===== config.mk =====
export PLATFORM = sky130hd
export DESIGN_NAME = ball_renderer
export DESIGN_NICKNAME = d
export VERILOG_FILES = /design/src/rtl/ball_renderer.sv
export SDC_FILE = /design/constraint.sdc
export NUM_CORES = 1
export LEC_CHECK = 0
export BUFFER_PORTS_ARGS = -buffer_cell sky130_fd_sc_hd__buf_2
export CORE_MARGIN = 2
export CORE_UTILIZATION = 26
export DETAILED_ROUTE_END_ITERATION = 12
export HOLD_SLACK_MARGIN = 0.08
export PLACE_DENSITY = 0.54
export SYNTH_ARGS = -nofsm -noshare
export SYNTH_HDL_FRONTEND = slang
export SYNTH_SLANG_ARGS = --single-unit

===== constraint.sdc =====
create_clock -name clk -period 3.66 [get_ports clk]
set_clock_uncertainty 0.05 [all_clocks]
set_input_delay 0.366 -clock clk [delete_from_list [all_inputs] [get_ports clk]]
set_output_delay 0.366 -clock clk [all_outputs]
set_load 0.01 [all_outputs]

===== src/rtl/ball_renderer.sv =====
// Overlays a square ball on the timing generator's pixel stream. The ball position is
// sampled once per frame into shadow registers, and the colour comes out of a two-stage pipeline.
module ball_renderer #(
  parameter int          BALL_SIZE  = 16,
  parameter int          H_ACTIVE   = 640,
  parameter int          V_ACTIVE   = 480,
  parameter logic [11:0] BALL_COLOR = 12'hF00,
  parameter logic [11:0] BG_COLOR   = 12'h00F
) (
  input  logic        clk,
  input  logic        rst,
  input  logic [15:0] pixel_x,
  input  logic [15:0] pixel_y,
  input  logic        video_active,
  input  logic        hsync_in,
  input  logic        vsync_in,
  input  logic        frame_start,
  input  logic [15:0] x_pos,
  input  logic [15:0] y_pos,
  output logic [11:0] rgb,
  output logic        hsync_out,
  output logic        vsync_out,
  output logic        pos_latched,
  output logic        clipped
);

  localparam logic [15:0] X_MAX    = 16'(H_ACTIVE - BALL_SIZE);
  localparam logic [15:0] Y_MAX    = 16'(V_ACTIVE - BALL_SIZE);
  localparam logic [16:0] SIZE_EXT = 17'(BALL_SIZE);

  logic [15:0] sx, sy;
  logic        x_clamp, y_clamp;
  logic [16:0] x_end, y_end;
  logic        hit;
  logic        s1_hit, s1_active, s1_hsync, s1_vsync;

  assign x_clamp = (x_pos > X_MAX);
  assign y_clamp = (y_pos > Y_MAX);

  // Right/bottom edges are 17 bits wide so a ball near 16'hFFFF cannot wrap around
  assign x_end = {1'b0, sx} + SIZE_EXT;
  assign y_end = {1'b0, sy} + SIZE_EXT;
  assign hit   = (pixel_x >= sx) && ({1'b0, pixel_x} < x_end) &&
                 (pixel_y >= sy) && ({1'b0, pixel_y} < y_end);

  // Shadow position only moves at frame_start, so the ball never tears mid-frame
  always_ff @(posedge clk or posedge rst) begin
    if (rst) begin
      sx          <= '0;
      sy          <= '0;
      clipped     <= 1'b0;
      pos_latched <= 1'b0;
    end else begin
      pos_latched <= frame_start;
      if (frame_start) begin
        sx      <= x_clamp ? X_MAX : x_pos;
        sy      <= y_clamp ? Y_MAX : y_pos;
        clipped <= x_clamp || y_clamp;
      end
    end
  end

  always_ff @(posedge clk or posedge rst) begin
    if (rst) begin
      s1_hit    <= 1'b0;
      s1_active <= 1'b0;
      s1_hsync  <= 1'b1;
      s1_vsync  <= 1'b1;
    end else begin
      s1_hit    <= hit;
      s1_active <= video_active;
      s1_hsync  <= hsync_in;
      s1_vsync  <= vsync_in;
    end
  end

  always_ff @(posedge clk or posedge rst) begin
    if (rst) begin
      rgb       <= 12'h000;
      hsync_out <= 1'b1;
      vsync_out <= 1'b1;
    end else begin
      if (!s1_active)
        rgb <= 12'h000;
      else if (s1_hit)
        rgb <= BALL_COLOR;
      else
        rgb <= BG_COLOR;
      hsync_out <= s1_hsync;
      vsync_out <= s1_vsync;
    end
  end

endmodule


Yosys cells after proc, flatten, opt, wreduce, memory -nomap -nowiden
Index checks and enable logic that the tools add are counted.
{"block": "totals", "wordCells": 27, "reg_bits": 52}
{"block": "op_classes", "add_sub_neg": 2, "muxes": 4, "n_reduce_logical": 4, "order_cmp": 6}
{"cell": "$add 16x5->17 const B", "count": 2}
{"cell": "$lt 16x17->1", "count": 2}
{"cell": "$ge 16x16->1", "count": 2}
{"cell": "$mux 16", "count": 2}
{"cell": "$mux 12", "count": 2}
{"cell": "$gt 16x10->1 const B", "count": 1}
{"cell": "$gt 16x9->1 const B", "count": 1}
{"cell": "$logic_and 1x1->1", "count": 3}
{"cell": "$logic_or 1x1->1", "count": 1}

Logic depth before layout (Yosys ltp)
{"block": "depth", "ltp_word": 5, "ltp_mapped": 11}

Worst setup path before layout
No wires, ideal clock.
{"block": "synth_path", "kind": "reg2reg", "from": "register sy[8]", "to": "register s1_hit", "stages_incl_launch_ff": 12, "n_path_buf": 0, "arrival_ns": 2.410, "synth_period_minus_slack_ns": 2.525, "slack_ns": 1.135, "setup_time_ns": 0.065, "cell_sequence": "dfrtp_1 -> clkinv_1 -> nor4_1 -> nand2_1 -> nor3_1 -> xnor2_1 -> ha_1 -> nand4_1 -> nor4_1 -> o31a_1 -> a2111oi_0 -> o221a_2"}
{"block": "synth_via", "elab_chain_len": 3, "word_cells_on_any_way": 5}
{"item": "start: declaration", "line_no": "31", "source": "logic [15:0] sx, sy;"}
{"item": "start signal: assignment", "line_no": "57", "source": "sy <= y_clamp ? Y_MAX : y_pos;"}
{"item": "$add 16x5->17 or $ge 16x16->1 (tied branches)", "line_no": "42, 44"}
{"item": "$lt 16x17->1 or $logic_and 1x1->1 (tied branches)", "line_no": "44, 43"}
{"item": "$logic_and 1x1->1 (*)", "line_no": "44", "source": "(pixel_y >= sy) && ({1'b0, pixel_y} < y_end);"}
{"item": "via hit", "line_no": "34", "source": "logic hit;"}
{"item": "end signal: assignment", "line_no": "70", "source": "s1_hit <= hit;"}
{"item": "end: declaration", "line_no": "35", "source": "logic s1_hit, s1_active, s1_hsync, s1_vsync;"}
The timed path passes the listed nets; every way through them passes the cells marked *.
A chain may end at the register's enable or synchronous reset.

Worst setup path in the final report
Same ends and word-level chain as after synthesis.

==> key figures <==
Placement
  • Port Buf Inserts: 81
  • DP Worst Slack: 0.5169 ns
  • Area after DPL: 3785 µm²
  • Routability cong.: 0.9128
  • Placed insts: 598
  • Detail Placement HPWL: 6.589 mm

Floorplanning
  • Core ar.: 12060 µm²
  • Initial Util: between 20% and 30%
  • Die X: 115.6 µm
  • Die ar.: 13360 µm²
  • Die height: 115.6 µm
  • Row Count: 40
  • Ports: 86

Worst setup path
  • Flop2flop setup slack: 0.52 ns
  • Critical-path cell list: clkinv_1 > nor4_1 > nand2_1 > nor3_1 > xnor2_1 > ha_1 > nand4_1 > nor4_1 > o31a_1 > a2111oi_0 > o221a_2
  • Most frequent CP cell: nor4_1
  • WP buf/inv: 1
  • Reg2reg path depth: 11
  • Worst Setup End Kind: flop
  • Critical Path RT: 3.82 ns
  • CP max FO: 7
  • Worst path arrival time: 3.31 ns
  • Worst R2R Start: sy[8]
  • CP delay by family, top: simple AND/OR/NAND/NOR gates
  • Slowest CP cell: nor4_1
  • CP startpoint kind: flop
  • Worst r2r dst: s1_hit
  • CP Class: reg2reg
  • Max stage delay on crit path: between 0.5 and 0.6 ns

Route
  • Initial DRC Count: around 110
  • First drt pass iteration count: 6
  • Final ANT Viol Nets: 0
  • Vias per inst: between 4 and 5
  • Drt total wl: 7.846 mm
  • Via count: 2754
  • DR WL/cell: 12.95 µm
  • DRC: 0

Clocking
  • CTS tree: yes
  • Worst-skew pair later-pin latency: 0.28 ns
  • Hold-fix buffers, CTS: 0
  • Clock slew at reported path FFs: around 0.06 ns
  • H-tree Lvls: 2
  • Longest Clk Path Bufs: 2
  • Post-CTS Setup Inserts: 0
  • Root buffer cell: clkbuf_16
  • Resized cells post-CTS: 0
  • Num CTS Buffers: 5
  • # clock sinks: 42

Worst hold path
  • Worst min-delay path startpoint: hsync_in
  • Hold crit path type: in2reg
  • Hold Path End: s1_hsync
  • WHS Path Cells: 1

Final layout
  • P&R area growth vs syn: 21.61%
  • Share of cells above drive strength 1: 22.83%
  • Final core occ: 32.63%
  • Final instance area: 3936 µm²
  • N_diodes: 0
  • Final nets: around 570
  • Fin cells: 606

STA
  • Fin crit share: 85.89%
  • RSZ-0062 raised after global routing: false
  • Slew @ Worst Pin: 0.5467 ns
  • Final Hold Viols: 0
  • # setup viols final: 0
  • Maximum clock frequency: 0.3181 GHz
  • Final Slew Violations: 0
  • Setup TNS: 0 ns
  • Max_slew headroom: 62.61%
  • Min Tclk post-route: around 3.1 ns
  • Worst Setup Slack, final: slightly above 0.5 ns

Yosys
  • Dominant synthesized flop cell: dfrtp_1
  • FF+latch count, synth: between 40 and 50
  • Synth cell types: 45
  • Register area share after synthesis: between 30% and 40%
  • Post-synth EDFFs: 0
  • Synth async-reset ratio: 100.0%
  • Adder-cell share of the synthesized area: 22.81%
  • YS warnings: 0
  • Post-Syn Area per Cell: 9.016 µm²
  • Synth Area in XOR/XNOR: 5.412%
  • Synth Area in Compound Gates: 15.11%
  • Mapped Area: 3237 µm²
  • Post-synthesis cell count: 359
  • Mux cell area share after synthesis: 0%
  • Largest family of logic cells by synthesized area: adder cells
  • Post-Synth Simple-Gate Area: 16.27%

Job
  • Total of max-cap violations: 0

Power
  • VDD IR max: around 0.00016 V
  • Sequential power share: 43.6%
  • Net Sw Frac: 25.00%
  • P_leak: 1.840 nW
  • Internal power: 0.0008228 W
  • Clock Power Share: 40.2%
  • Pwr Density: 278.7 nW/µm²
  • Sw Pwr: 0.0002743 W
  • Comb pwr share: 16.1%

Global route
  • Total track usage: 12.38%
  • Grt ovf: 0
  • Antenna violations before repair: 0
  • Largest net degree at the start of global routing: 44
  • Vias in the first global route: 2714
  • Global-route wire length before repair: about 13 mm

Outcome
  • Status: finished clean
## layout make-up
class,count,area [µm²]
Clock buffer,6,138.9
Sequential cell,42,1056
Clock inverter,2,12.51
Tap cell,168,210.2
Timing Repair Buffer,83,420.4
Fill cell,1252,8125
Inverter,41,153.9
Multi-Input combinational cell,264,1944
## through the flow
step                      hold WS (ns)   power, W
final                           0.1329   0.001097
after global routing            0.1236   0.001166
after CTS                       0.1241   0.001120
after detailed placement        0.2975  0.0006644
after global placement          0.2956  0.0006614
after floorplan                 0.2952  0.0005901
## routing by layer
layer	up-vias	wire, µm	global-route usage, %
met4	0	25	1.928
met3	2	460	2.406
met2	90	3469	20.23
met5	-	0	0
li1	1416	-	-
met1	1246	3890	17.33
## placed cells by master (no fill, tap or decap), drive strengths merged, types with 11 or more instances in the layout
cell,instances
buf,83
nand3,16
nor2,24
nand4,11
nand2,20
xnor2,20
a21oi,22
inv,39
o21ai,24
dfrtp,38
ha,59
## sequential cells by signal (all words and copies together) (netlist names)
| register | count |
|---|---|
| sy | 16 |
| s1_vsync | 1 |
| hsync_out | 1 |
| vsync_out | 1 |
| clipped | 1 |
| s1_hsync | 1 |
| pos_latched | 1 |
| rgb | 2 |
| sx | 16 |
| s1_hit | 1 |
| s1_active | 1 |
## how the worst max path moves through the flow
stage               start     end  slack [ns]  cells past startpoint
finish              sy[8]  s1_hit        0.52                     11
global route        sy[8]  s1_hit        0.34                     11
CTS                 sy[8]  s1_hit        0.48                     11
detailed placement  sy[8]  s1_hit        0.52                     11
global placement    sy[8]  s1_hit        0.75                     11
floorplan           sy[8]  s1_hit        1.13                     11
## logic make-up after synthesis
| kind of cell | after synthesis |
|---|---|
| buffers and inverters | 56 |
| XOR/XNOR | 20 |
| AND/OR/NAND/NOR | 103 |
| flip-flops | 42 |
| other | 1 |
| adder cells (fa/ha/maj) | 59 |
| AO/OA/AOI/OAI | 78 |
## cell usage after synthesis, drive strengths merged, types with 2 or more instances
master    n  area, µm²
ha       59      738.2
inv      40      150.1
dfrtp    38      950.9
nor2     24      97.59
o21ai    24      120.1
a21oi    22      110.1
nand2    20      75.07
xnor2    20      175.2
nand3    16      80.08
nand4    11      68.82
buf      10      75.07
nor3      7      35.03
a21o      6      45.04
and3      5      36.28
clkbuf    5      18.77
nor2b     5      31.28
nor4      5      31.28
dfstp     4      105.1
nand2b    4      25.02
a211oi    3      22.52
a31oi     3      18.77
o32a      3      30.03
a2111oi   2      17.52
a41oi     2      17.52
o21a      2      15.01
o22ai     2      12.51
## power groups by stage
stage / clock network (W) / registers [W] / logic [W]
detailed placement: 0 / 0.000487 / 0.000177
global route: 0.000483 / 0.000480 / 0.000203
finish: 0.000441 / 0.000479 / 0.000177
CTS: 0.000462 / 0.000479 / 0.000179
global placement: 0 / 0.000487 / 0.000175
floorplan: 0 / 0.000488 / 0.000102
Power figures use the tool's default switching activity.
